===== src/rtl/disp_arbiter_pkg.sv =====
// Shared codes for the display arbiter: owner codes, timer states, FSM states and a nibble helper.
package disp_arbiter_pkg;

  // Display owner codes as seen on the owner output
  typedef enum logic [1:0] {
    OWN_CLK = 2'd0,
    OWN_TMR = 2'd1,
    OWN_SW  = 2'd2
  } owner_e;

  // Timer states, matching the TimerController encoding
  localparam logic [1:0] TS_IDLE    = 2'd0;
  localparam logic [1:0] TS_SETTING = 2'd1;
  localparam logic [1:0] TS_RUNNING = 2'd2;
  localparam logic [1:0] TS_RINGING = 2'd3;

  // Popup FSM states
  typedef enum logic [1:0] {
    StFollow   = 2'd0,
    StPopTimer = 2'd1,
    StPopAlarm = 2'd2
  } state_e;

  // User mode to owner; the unused code 3 falls back to the clock
  function automatic owner_e mode_to_owner(input logic [1:0] mode);
    owner_e o;
    case (mode)
      2'd1:    o = OWN_TMR;
      2'd2:    o = OWN_SW;
      default: o = OWN_CLK;
    endcase
    return o;
  endfunction

  // Scan index 0 is h_tens (top nibble), index 5 is s_ones (bottom nibble)
  function automatic logic [3:0] digit_nibble(input logic [23:0] bus, input logic [2:0] idx);
    logic [3:0] n;
    case (idx)
      3'd0:    n = bus[23:20];
      3'd1:    n = bus[19:16];
      3'd2:    n = bus[15:12];
      3'd3:    n = bus[11:8];
      3'd4:    n = bus[7:4];
      3'd5:    n = bus[3:0];
      default: n = 4'd0;
    endcase
    return n;
  endfunction

endpackage


===== src/rtl/disp_arbiter_scan_seq.sv =====
// Digit scan sequencer: divider, digit index and registered one-hot digit enable.
module disp_arbiter_scan_seq #(
  parameter int unsigned SCAN_DIV = 2
) (
  input  logic       clk_1k,
  input  logic       rst,
  output logic [2:0] idx_next,
  output logic [5:0] digit_sel
);

  localparam logic [7:0] DivLast = 8'(SCAN_DIV - 1);

  logic [7:0] div_q, div_d;
  logic [2:0] idx_q;

  // Next divider count and digit index; idx_next is exported so the caller can
  // register seg_bcd in step with digit_sel
  always_comb begin
    div_d    = div_q + 8'd1;
    idx_next = idx_q;
    if (div_q == DivLast) begin
      div_d    = 8'd0;
      idx_next = (idx_q == 3'd5) ? 3'd0 : idx_q + 3'd1;
    end
  end

  // Divider, index and one-hot enable registers
  always_ff @(posedge clk_1k) begin
    if (rst) begin
      div_q     <= 8'd0;
      idx_q     <= 3'd0;
      digit_sel <= 6'b100000;
    end else begin
      div_q     <= div_d;
      idx_q     <= idx_next;
      digit_sel <= 6'b100000 >> idx_next;
    end
  end

endmodule


===== src/rtl/disp_arbiter.sv =====
// Display/piezo owner arbiter with ring popups and 6-digit scan.
module disp_arbiter
  import disp_arbiter_pkg::*;
#(
  parameter int unsigned POPUP_SEC = 10,
  parameter int unsigned SCAN_DIV  = 2
) (
  input  logic        clk_1k,
  input  logic        rst,
  input  logic        tick_1hz,
  input  logic [1:0]  mode_sel,
  input  logic [1:0]  timer_state,
  input  logic        alarm_ring,
  input  logic        btn_dismiss,
  input  logic [23:0] clk_digits,
  input  logic [23:0] tm_digits,
  input  logic [23:0] sw_digits,
  input  logic        timer_piezo,
  input  logic        alarm_piezo,
  output logic [1:0]  owner,
  output logic        popup,
  output logic [5:0]  digit_sel,
  output logic [3:0]  seg_bcd,
  output logic        piezo_out
);

  localparam logic [5:0] SecLast = 6'(POPUP_SEC - 1);

  logic        tmr_ring_q, tmr_ring_qq, alm_ring_q, alm_ring_qq;
  logic        tmr_start, alm_start, tick_last;
  state_e      state_q, state_d;
  logic [5:0]  sec_cnt_q, sec_cnt_d;
  owner_e      owner_q, owner_d;
  logic        popup_q;
  logic [3:0]  seg_q;
  logic        piezo_q;
  logic [2:0]  idx_next;
  logic [23:0] own_bus;

  disp_arbiter_scan_seq #(
    .SCAN_DIV(SCAN_DIV)
  ) u_scan (
    .clk_1k   (clk_1k),
    .rst      (rst),
    .idx_next (idx_next),
    .digit_sel(digit_sel)
  );

  // Two-stage history of each ring condition for start-edge detection
  always_ff @(posedge clk_1k) begin
    if (rst) begin
      tmr_ring_q  <= 1'b0;
      tmr_ring_qq <= 1'b0;
      alm_ring_q  <= 1'b0;
      alm_ring_qq <= 1'b0;
    end else begin
      tmr_ring_q  <= (timer_state == TS_RINGING);
      tmr_ring_qq <= tmr_ring_q;
      alm_ring_q  <= alarm_ring;
      alm_ring_qq <= alm_ring_q;
    end
  end

  assign tmr_start = tmr_ring_q & ~tmr_ring_qq;
  assign alm_start = alm_ring_q & ~alm_ring_qq;
  assign tick_last = tick_1hz && (sec_cnt_q == SecLast);

  // Popup FSM next state, second counter and owner/bus selection
  always_comb begin
    state_d   = state_q;
    sec_cnt_d = sec_cnt_q;
    unique case (state_q)
      StFollow: begin
        if (alm_start) begin
          state_d   = StPopAlarm;
          sec_cnt_d = 6'd0;
        end else if (tmr_start) begin
          state_d   = StPopTimer;
          sec_cnt_d = 6'd0;
        end
      end
      StPopTimer: begin
        // Alarm preempts a timer popup and restarts the popup time
        if (alm_start) begin
          state_d   = StPopAlarm;
          sec_cnt_d = 6'd0;
        end else if (btn_dismiss || !tmr_ring_q || tick_last) begin
          state_d   = StFollow;
          sec_cnt_d = 6'd0;
        end else if (tick_1hz) begin
          sec_cnt_d = sec_cnt_q + 6'd1;
        end
      end
      StPopAlarm: begin
        if (btn_dismiss || !alm_ring_q || tick_last) begin
          state_d   = StFollow;
          sec_cnt_d = 6'd0;
        end else if (tick_1hz) begin
          sec_cnt_d = sec_cnt_q + 6'd1;
        end
      end
      default: begin
        state_d   = StFollow;
        sec_cnt_d = 6'd0;
      end
    endcase

    case (state_d)
      StPopTimer: owner_d = OWN_TMR;
      StPopAlarm: owner_d = OWN_CLK;
      default:    owner_d = mode_to_owner(mode_sel);
    endcase

    case (owner_d)
      OWN_TMR: own_bus = tm_digits;
      OWN_SW:  own_bus = sw_digits;
      default: own_bus = clk_digits;
    endcase
  end

  // FSM state plus registered outputs
  always_ff @(posedge clk_1k) begin
    if (rst) begin
      state_q   <= StFollow;
      sec_cnt_q <= 6'd0;
      owner_q   <= OWN_CLK;
      popup_q   <= 1'b0;
      seg_q     <= 4'd0;
      piezo_q   <= 1'b0;
    end else begin
      state_q   <= state_d;
      sec_cnt_q <= sec_cnt_d;
      owner_q   <= owner_d;
      popup_q   <= (state_d != StFollow);
      seg_q     <= digit_nibble(own_bus, idx_next);
      // Buzzer follows whichever source rings, alarm first, regardless of owner
      if (alarm_ring)                       piezo_q <= alarm_piezo;
      else if (timer_state == TS_RINGING)   piezo_q <= timer_piezo;
      else                                  piezo_q <= 1'b0;
    end
  end

  assign owner     = owner_q;
  assign popup     = popup_q;
  assign seg_bcd   = seg_q;
  assign piezo_out = piezo_q;

endmodule


===== config.mk =====
export PLATFORM = sky130hd
export DESIGN_NAME = disp_arbiter
export DESIGN_NICKNAME = d
export VERILOG_FILES = /design/src/rtl/disp_arbiter_pkg.sv /design/src/rtl/disp_arbiter_scan_seq.sv /design/src/rtl/disp_arbiter.sv
export SDC_FILE = /design/constraint.sdc
export NUM_CORES = 1
export LEC_CHECK = 0
export ABC_AREA = 1
export BUFFER_PORTS_ARGS = -buffer_cell sky130_fd_sc_hd__buf_2
export CAP_MARGIN = 20
export CELL_PAD_IN_SITES_DETAIL_PLACEMENT = 0
export CELL_PAD_IN_SITES_GLOBAL_PLACEMENT = 1
export CORE_MARGIN = 4
export CORE_UTILIZATION = 34
export CTS_BUF_LIST = sky130_fd_sc_hd__clkbuf_8
export DETAILED_ROUTE_END_ITERATION = 8
export HOLD_SLACK_MARGIN = 0.03
export PLACE_DENSITY_LB_ADDON = 0.1
export REMOVE_ABC_BUFFERS = 1
export SLEW_MARGIN = 20
export SYNTH_ARGS = -nofsm -noshare
export SYNTH_HDL_FRONTEND = slang
export SYNTH_HIERARCHICAL = 1
export SYNTH_SLANG_ARGS = --single-unit

===== constraint.sdc =====
create_clock -name clk_1k -period 3.97 [get_ports clk_1k]
set_clock_uncertainty 0.1 [all_clocks]
set_input_delay 0.794 -clock clk_1k [delete_from_list [all_inputs] [get_ports clk_1k]]
set_output_delay 0.794 -clock clk_1k [all_outputs]
set_load 0.05 [all_outputs]

==> results of run 1 <==
synth_stat cells:
| library cell | instances | area, µm² |
|---|---|---|
| nand2_1 | 134 | 503.0 |
| nor2_1 | 63 | 236.5 |
| dfxtp_1 | 37 | 740.7 |
| nand3_1 | 35 | 175.2 |
| inv_1 | 31 | 116.4 |
| a21oi_1 | 12 | 60.06 |
| ha_1 | 12 | 150.1 |
| inv_2 | 8 | 30.03 |
| nor2_2 | 7 | 43.79 |
| o211ai_1 | 7 | 52.55 |
| nand2_2 | 6 | 37.54 |
| xor2_1 | 5 | 43.79 |
| buf_6 | 4 | 45.04 |
| nand4_1 | 4 | 25.02 |
| a22oi_1 | 3 | 22.52 |
| nand2_4 | 3 | 33.78 |
| nand3_2 | 3 | 30.03 |
| nor3_2 | 3 | 30.03 |
| nor3b_1 | 3 | 22.52 |
| buf_2 | 2 | 10.01 |
| buf_4 | 2 | 15.01 |
| nor2_4 | 2 | 22.52 |
| o21ai_0 | 2 | 10.01 |
| a21boi_0 | 1 | 7.510 |
| a21oi_2 | 1 | 8.760 |
| a31oi_1 | 1 | 6.260 |
| a32o_1 | 1 | 10.01 |
| clkinv_1 | 1 | 3.750 |
| nor3_1 | 1 | 5.000 |
| o21ai_1 | 1 | 5.000 |
area by class of cell:
cell class                 instances  area, µm²
fill                             826       4053
timing repair buffer              99      515.5
multi-input combinational        310       1541
clock inverter                     1      7.507
tap                               99      123.9
sequential                        37      740.7
inverter                          40      150.1
clock buffer                       6      82.58
metrics by stage:
step	utilization	setup slack, ns	instance area [µm²]	std cells
2_1_floorplan	-	0.7747	2432	387
3_3_place_gp	0.4258	0.3903	3072	585
3_5_place_dp	0.4258	0.3464	3072	585
4_1_cts	0.4383	0.6499	3162	592
5_1_grt	0.4383	0.3508	3162	592
6_report	0.4383	0.6457	3162	592
cells in the final DEF, fill, tap and decap left out, drive strengths merged:
master / netlist / layout
o211ai: 7 / 7
dfxtp: 37 / 37
nor2: 72 / 72
nor3b: 3 / 3
nand2: 143 / 143
nor3: 4 / 4
ha: 12 / 12
a32o: 1 / 1
nand3: 38 / 38
a21boi: 1 / 1
xor2: 5 / 5
a31oi: 1 / 1
a22oi: 3 / 3
nand4: 4 / 4
buf: 8 / 99
clkinvlp: 0 / 1
clkinv: 1 / 1
a21oi: 13 / 13
o21ai: 3 / 3
inv: 39 / 39
clkbuf: 0 / 6
state kept, by name, summed over array words and instances, names as in the netlist, 2 cells and up:
register          count
u_scan/digit_sel      6
sec_cnt_q             6
u_scan/div_q          8
state_q               2
owner                 2
seg_bcd               4
u_scan/idx_q          3
worst min path at each step:
stage | from | end | slack [ns] | cells past startpoint
global placement | tmr_ring_q | tmr_ring_qq | 0.35 | 2
finish | tmr_ring_q | tmr_ring_qq | 0.36 | 2
detailed placement | tmr_ring_q | tmr_ring_qq | 0.35 | 2
CTS | tmr_ring_q | tmr_ring_qq | 0.36 | 2
global route | tmr_ring_q | tmr_ring_qq | 0.38 | 2
floorplan | tmr_ring_q | tmr_ring_qq | 0.32 | 2
cell families after synthesis:
group	Yosys count	share of synthesized area
flops	37	0.2960
xor+xnor	5	0.01750
compound gates	29	0.07300
simple gates	264	0.4655
fa+ha+maj	12	0.06000
buf+inv	48	0.08800
critical path, cell delays in order:
cell,delay (ns)
buf_2,0.13
nand2_1,0.07
clkinv_1,0.07
nand3_2,0.09
nand2_1,0.09
nand2_1,0.08
nand2_1,0.04
nand2_1,0.06
nand2_1,0.08
ha_1,0.31
nor3_1,0.27
inv_1,0.09
ha_1,0.38
inv_2,0.26
buf_12,0.18
nor2_1,0.04
nor2_1,0.11
nand2_1,0.06
nand2_1,0.07
nor2_1,0.05
a21oi_1,0.11
per-layer routing:
metal	vias up	GRT usage	part of all wire
met5	-	0	0
met4	0	0.05656	0.023
met3	11	0.04327	0.074
met2	89	0.2620	0.46
met1	1120	0.1847	0.44
li1	1441	-	-
power by group through the flow:
stage	Combinational, mW	Sequential [mW]	Clock [mW]
finish	0.521	0.425	0.270
global route	0.584	0.429	0.300
CTS	0.532	0.425	0.283
detailed placement	0.530	0.433	0
global placement	0.529	0.433	0
floorplan	0.281	0.515	0
==> results.yml, run 1 <==
worst_hold_path:
  hp-class: "reg2reg"
power_and_ir_drop:
  switching_share: 0.4125
  vdd_drop_max_mv: 0.1567
  power.internal_uw: 714.7
  pwr-share-clk: 0.222
  p_leak_nw: 1.592
  pwr-share-comb: 0.429
  totalPowerFinal_mw: 1.216
  p_per_area_mw_per_mm2: 384.7
  p_seq_frac: 0.349
  p_switching_uw: 501.8
setup_path:
  crit_type: "in2reg"
  start_kind: "primary input"
  startpoint: "tick_1hz"
  path_max_fanout: 18
  critPathCapture: "seg_bcd[1]"
  worstPathRequired_ns: 4.09
  r2r_slack_ns: 0.68
  crit_path_end_kind: "flip-flop"
  cp.arrival_ns: 3.45
  rr_worst_depth: 19
  r2r_end: "seg_bcd[1]"
  r2r-start: "state_q[1]"
clocking:
  tritoncts: "done"
  clockBufferDepth: 2
  cts_buffers: 5
  cts_setup_buffers: 0
  path_clk_slew_ns: 0.07
  cts_root_buf: "clkbuf_8"
  postCtsHoldBufs: 0
  cts_resized: 0
  cts.sinks: 37
  clk_latency_ns: 0.29
  htreeDepth: 2
timing:
  tns_ns: 0
  hold_viol_final: 0
  fin_crit_ns: 3.324
  max_freq_mhz: 300.8
  worstMarginPinSlew_ns: 0.3688
  slew_headroom: 0.7528
  slew_violations: 0
  hold_slack_ns: 0.3587
  setup_viol: 0
  post-route-period-util: 0.8373
  rsz0062_at_grt: "false"
route:
  drcViolationCount: 0
  drtIter0Drc: 48
  antenna_left: 0
  routed_wl_um: 6659
  via_count: 2661
  wire_per_inst_um: 11.25
  firstDrtPassIters: 5
  via_per_inst: 4.495
floorplanning:
  initial_core_util: 0.3469
  dieHeight_um: 93.79
  rows: 31
  die_x_um: 93.79
  coreArea_mm2: 0.007214
  io_pins: 97
  die-area_mm2: 0.008797
global_route:
  grt_pass1_wl_um: 10900
  grtUsageTotal: 0.1544
  grt_pass1_vias: 2549
  grt.overflow.total: 0
  grt_antenna_before_repair: 0
  grt_max_degree: 25
finish:
  n_antenna_cell: 0
  finalNetCount: 588
  area_growth_pct: 26.35
  drive_gt1_frac: 0.2819
placed_design:
  portBuffers: 96
  place.gp.congestion: 0.8309
  dp_hpwl_um: 5544
logic_synthesis:
  ys_ff_latch: 37
  ys_types: 30
  avgSynthCellArea_um2: 6.335
  yosysSeqAreaShare: 0.2960
  syn_inst: 395
  yosysWarnings: 6
  synth.cell_area_mm2: 0.002502
status:
  status: "finished clean"
run:
  drv_cap: 0
No activity file was read; power rests on OpenSTA's default activity.
==> inputs of run 2 (changes only) <==
clock period = 3.3 ns   (was 3.97 ns; I/O delays follow)
==> run 2 against run 1 <==
Sequential share of layout area fell by 0.32 points. Cell area rose by 1.4%. Critical path depth did not move. Via count fell by 2.2%. Largest cell class unchanged. Sequential cell count did not move. Combinational power rose by 24%. Register-to-register slack got worse by 0.42 ns. Total power rose by 19%. Worst hold slack got worse by 0.0072 ns.
==> results.yml, run 2 (synthesized netlist as in run 1, its figures left out) <==
status:
  status: "finished clean"
floorplanning:
  io_pins: 97
  rows: 31
  coreArea_mm2: 0.007214
  die-area_mm2: 0.008797
  die_x_um: 93.79
  initial_core_util: 0.3469
  dieHeight_um: 93.79
global_route:
  grt_antenna_before_repair: 0
  grt.overflow.total: 0
  grtUsageTotal: 0.1476
  grt_pass1_vias: 2394
  grt_pass1_wl_um: 10590
  grt_max_degree: 26
timing:
  setup_viol: 0
  post-route-period-util: 0.9208
  hold_viol_final: 0
  worstMarginPinSlew_ns: 0.3505
  slew_violations: 0
  tns_ns: 0
  max_freq_mhz: 329.1
  rsz0062_at_grt: "false"
  slew_headroom: 0.7651
  fin_crit_ns: 3.039
setup_path:
  path_max_fanout: 25
  cp_common_cell: "nand2_1"
  r2r-start: "sec_cnt_q[1]"
  crit_buf_inv: 5
  worstPathRequired_ns: 3.37
  startpoint: "sec_cnt_q[1]"
  slowest_delay_ns: 0.36
  crit_type: "reg2reg"
  rr_worst_depth: 21
  crit_cells: 21
  worstPathCellList: "inv_1 -> ha_1 -> nand2_1 -> clkinv_1 -> nand3_2 -> nand2_1 -> nand2_1 -> nand2_1 -> nand2_1 -> nand2_1 -> ha_1 -> nor3_2 -> inv_1 -> ha_1 -> inv_2 -> buf_12 -> nand3_1 -> o211ai_1 -> nand2_1 -> nor2_1 -> a21oi_1"
  slowest_stage: "dfxtp_1"
  cp.arrival_ns: 3.11
  crit_path_end_kind: "flip-flop"
  crit_family: "simple AND/OR/NAND/NOR gates"
  start_kind: "flip-flop"
finish:
  layout_commonest_cell: "nand2_1"
  area_growth_pct: 28.10
  nFillCells: 820
  largest_reg_flops: 8
  design_area_mm2: 0.003206
  finalNetCount: 592
  final_cell_mix: "nand2_1, buf_2, nor2_1"
  drive_gt1_frac: 0.2883
  regMostFlops: "u_scan/div_q"
  n_antenna_cell: 0
  reg_top3: "u_scan/div_q: 8 flops, sec_cnt_q: 6 flops, u_scan/digit_sel: 6 flops"
power_and_ir_drop:
  vdd_drop_max_mv: 0.1474
  p_leak_nw: 1.615
  p_per_area_mw_per_mm2: 451.7
placed_design:
  place.gp.congestion: 0.7998
  place_area_mm2: 0.003127
  dp_hpwl_um: 5332
  portBuffers: 96
route:
  drcViolationCount: 0
  wire_per_inst_um: 10.98
  via_count: 2603
  firstDrtPassIters: 4
  via_per_inst: 4.375
  antenna_left: 0
  drtIter0Drc: 71
  routed_wl_um: 6532
clocking:
  cts.sinks: 37
  cts_root_buf: "clkbuf_8"
  path_clk_slew_ns: 0.07
  clk_latency_ns: 0.28
  clockBufferDepth: 2
  htreeDepth: 2
  cts_buffers: 5
  tritoncts: "done"
worst_hold_path:
  hold_path_depth: 2
  hp-class: "reg2reg"
  min_from: "tmr_ring_q"
run:
  drv_cap: 0
run 2: final cells by class:
cell class / instances / area, µm² / area share
Clock buffer: 5 / 68.82 / 0.02147
Clock inverter: 1 / 5.005 / 0.001561
Inverter: 40 / 150.1 / 0.04684
Multi-Input combinational cell: 310 / 1546 / 0.4824
Sequential cell: 37 / 740.7 / 0.2311
Tap cell: 99 / 123.9 / 0.03864
Timing Repair Buffer: 103 / 570.5 / 0.1780
run 2: worst register-to-register path, cell delays in order (launching register included):
cell and delay, ns:
dfxtp_1 0.36, inv_1 0.08, ha_1 0.17, nand2_1 0.06, clkinv_1 0.07, nand3_2 0.09
nand2_1 0.08, nand2_1 0.07, nand2_1 0.04, nand2_1 0.05, nand2_1 0.07, ha_1 0.32
nor3_2 0.22, inv_1 0.08, ha_1 0.32, inv_2 0.11, buf_12 0.16, nand3_1 0.09
o211ai_1 0.09, nand2_1 0.09, nor2_1 0.11, a21oi_1 0.07
run 2: what timing repair did:
action | CTS | global route
hold endpoints to repair | 0 | 0
hold buffers | 0 | 0
gates resized for setup | 0 | 1
setup buffers | 0 | 0
setup endpoints to repair | 0 | 3
run 2: final timing paths:
kind                 end  slack (ns)
max reg2reg   seg_bcd[0]        0.26
min reg2reg  tmr_ring_qq        0.35
max           seg_bcd[0]        0.26
min          tmr_ring_qq        0.35
run 2: through the flow:
step / power (mW) / utilization / hold slack, ns / cells / worst slack [ns]
5_1_grt: 1.557 / 0.4443 / 0.3745 / 595 / 0.01034
6_report: 1.448 / 0.4443 / 0.3515 / 595 / 0.2613
2_1_floorplan: 0.9574 / - / 0.3249 / 387 / 0.2387
3_5_place_dp: 1.175 / 0.4334 / 0.3425 / 589 / 0.03564
3_3_place_gp: 1.174 / 0.4334 / 0.3475 / 589 / 0.06779
4_1_cts: 1.477 / 0.4436 / 0.3549 / 595 / 0.1729
run 2: power by group:
group          leakage, nW  switching [mW]  total [mW]  internal, mW
combinational         1.27           0.419       0.645         0.226
sequential           0.302          0.0210       0.510         0.489
clock               0.0399           0.153       0.292         0.139
total                 1.62           0.594        1.45         0.854
run 2: routing by layer:
metal,share of wire,vias to the layer above,GRT usage,wire [µm]
li1,-,1445,-,-
met1,0.46,1080,0.1834,3006
met2,0.46,72,0.2490,2999
met3,0.068,6,0.03926,442
met4,0.013,0,0.04332,82
met5,0,-,0,0
==> inputs of run 3 (changes only) <==
clock period = 3.2 ns   (was 3.3 ns; I/O delays follow)
==> run 3 against run 2 <==
Cell area increased by 2.0%. First-iteration DRC count shrank 2.8%. Combinational power rose by 8.7%. Core utilization rose by 0.87 points. Clock power rose by 12%. Wire length grew 1.9%. Non-clock buffer count grew 2. Worst hold slack better by 0.0049 ns. Setup slack worse by 0.0050 ns. Register-to-register slack about the same. Critical endpoint unchanged.
==> results.yml, run 3 (synthesized netlist as in run 1, its figures left out) <==
floorplanning:
  io_pins: 97
  die_x_um: 93.79
  coreArea_mm2: 0.007214
  rows: 31
  die-area_mm2: 0.008797
  initial_core_util: 0.3469
  dieHeight_um: 93.79
finish:
  final_cell_mix: "nand2_1, buf_2, nor2_1"
  regMostFlops: "u_scan/div_q"
  nFillCells: 824
  n_antenna_cell: 0
  drive_gt1_frac: 0.2946
  layout_commonest_cell: "nand2_1"
  area_growth_pct: 30.60
  design_area_mm2: 0.003268
  largest_reg_flops: 8
  reg_top3: "u_scan/div_q: 8 flops, sec_cnt_q: 6 flops, u_scan/digit_sel: 6 flops"
  final_cells: 598
  finalNetCount: 594
route:
  antenna_left: 0
  via_count: 2661
  firstDrtPassIters: 6
  routed_wl_um: 6657
  drtIter0Drc: 69
  wire_per_inst_um: 11.13
  drcViolationCount: 0
  via_per_inst: 4.450
worst_hold_path:
  hold_path_depth: 2
  min_from: "tmr_ring_q"
  min_delay_worst_endpoint: "tmr_ring_qq"
  hp-class: "reg2reg"
setup_path:
  worstPathCellList: "inv_1 -> ha_1 -> nand2_1 -> clkinv_1 -> nand3_2 -> nand2_1 -> nand2_1 -> nand2_1 -> nand2_1 -> nand2_1 -> ha_1 -> nor3_2 -> inv_1 -> ha_4 -> inv_4 -> clkbuf_16 -> o211ai_1 -> nand2_1 -> nor2_1 -> a21oi_1"
  crit_type: "reg2reg"
  r2r_slack_ns: 0.26
  path_max_fanout: 12
  start_kind: "flip-flop"
  r2r-start: "sec_cnt_q[1]"
  crit_path_end_kind: "flip-flop"
  cp_common_cell: "nand2_1"
  crit_family: "simple AND/OR/NAND/NOR gates"
  slowest_delay_ns: 0.36
  r2r_end: "seg_bcd[0]"
  slowest_stage: "dfxtp_1"
  worstPathRequired_ns: 3.28
  cp.arrival_ns: 3.02
  crit_buf_inv: 5
  rr_worst_depth: 20
global_route:
  grt.overflow.total: 0
  grt_antenna_before_repair: 0
  grtUsageTotal: 0.1532
  grt_pass1_wl_um: 10860
  grt_pass1_vias: 2404
  grt_max_degree: 26
status:
  status: "finished clean"
timing:
  slew_headroom: 0.7573
  hold_viol_final: 0
  setup_viol: 0
  max_freq_mhz: 339.7
  rsz0062_at_grt: "false"
  fin_crit_ns: 2.944
  worstMarginPinSlew_ns: 0.3621
  slew_violations: 0
  post-route-period-util: 0.9199
clocking:
  cts_setup_buffers: 0
  clockBufferDepth: 2
  cts_root_buf: "clkbuf_8"
  path_clk_slew_ns: 0.07
  clk_latency_ns: 0.29
  cts.sinks: 37
  htreeDepth: 2
  tritoncts: "done"
  cts_buffers: 5
power_and_ir_drop:
  vdd_drop_max_mv: 0.1815
  p_per_area_mw_per_mm2: 475.7
  p_leak_nw: 1.643
placed_design:
  place_inst: 590
  dp_hpwl_um: 5331
  portBuffers: 96
  place_area_mm2: 0.003134
  place.gp.congestion: 0.7989
run:
  drv_cap: 0
## run 3: worst max path at each step
stage | endpoint | slack [ns] | from | cells after the start
final | seg_bcd[0] | 0.26 | sec_cnt_q[1] | 20
after global routing | seg_bcd[1] | 0.0007 | sec_cnt_q[1] | 22
after global placement | seg_bcd[0] | 0.007 | tick_1hz | 18
after CTS | seg_bcd[0] | 0.12 | sec_cnt_q[1] | 21
after floorplan | seg_bcd[0] | 0.16 | btn_dismiss | 16
after detailed placement | seg_bcd[0] | -0.01 | tick_1hz | 20
## run 3: area by class of cell
type	instances	area, µm²	share of cell area
multi-input cells	310	1562	0.4778
flip-flops and latches	37	740.7	0.2266
repair buffers	105	603.1	0.1845
inverters	40	152.6	0.04671
well taps	99	123.9	0.03790
clock buffers	6	82.58	0.02527
clock inverters	1	3.754	0.001149
## run 3: what timing repair did
action	4_1_cts	5_1_grt
hold buffers	0	0
resized for setup	0	5
endpoints found under the setup margin	0	4
## run 3: tightest hold or removal path, cell delays in order (launching register included)
cell	delay, ns
dfxtp_1	0.31
inv_1	0.07
nor2_1	0.04
## run 3: metrics by stage
| stage | hold WS (ns) | setup slack (ns) | utilization | power, mW | setup TNS (ns) |
|---|---|---|---|---|---|
| floorplan | 0.3249 | 0.1587 | - | 0.9874 | 0 |
| global placement | 0.3474 | 0.007418 | 0.4344 | 1.213 | 0 |
| detailed placement | 0.3469 | -0.01161 | 0.4344 | 1.212 | -0.01161 |
| CTS | 0.3581 | 0.1185 | 0.4464 | 1.546 | 0 |
| global route | 0.3880 | 0.0007054 | 0.4530 | 1.678 | 0 |
| finish | 0.3564 | 0.2564 | 0.4530 | 1.555 | 0 |
## run 3: layer usage
metal | vias up | global-route usage | part of all wire
li1 | 1450 | - | -
met3 | 10 | 0.04567 | 0.077
met2 | 76 | 0.2561 | 0.47
met5 | - | 0 | 0
met4 | 0 | 0.05535 | 0.018
met1 | 1125 | 0.1852 | 0.44
## run 3: where the power goes
group | internal [mW] | total [mW] | switching (mW)
combinational | 0.257 | 0.701 | 0.444
sequential | 0.504 | 0.525 | 0.0210
clock | 0.168 | 0.328 | 0.160
total | 0.930 | 1.55 | 0.625
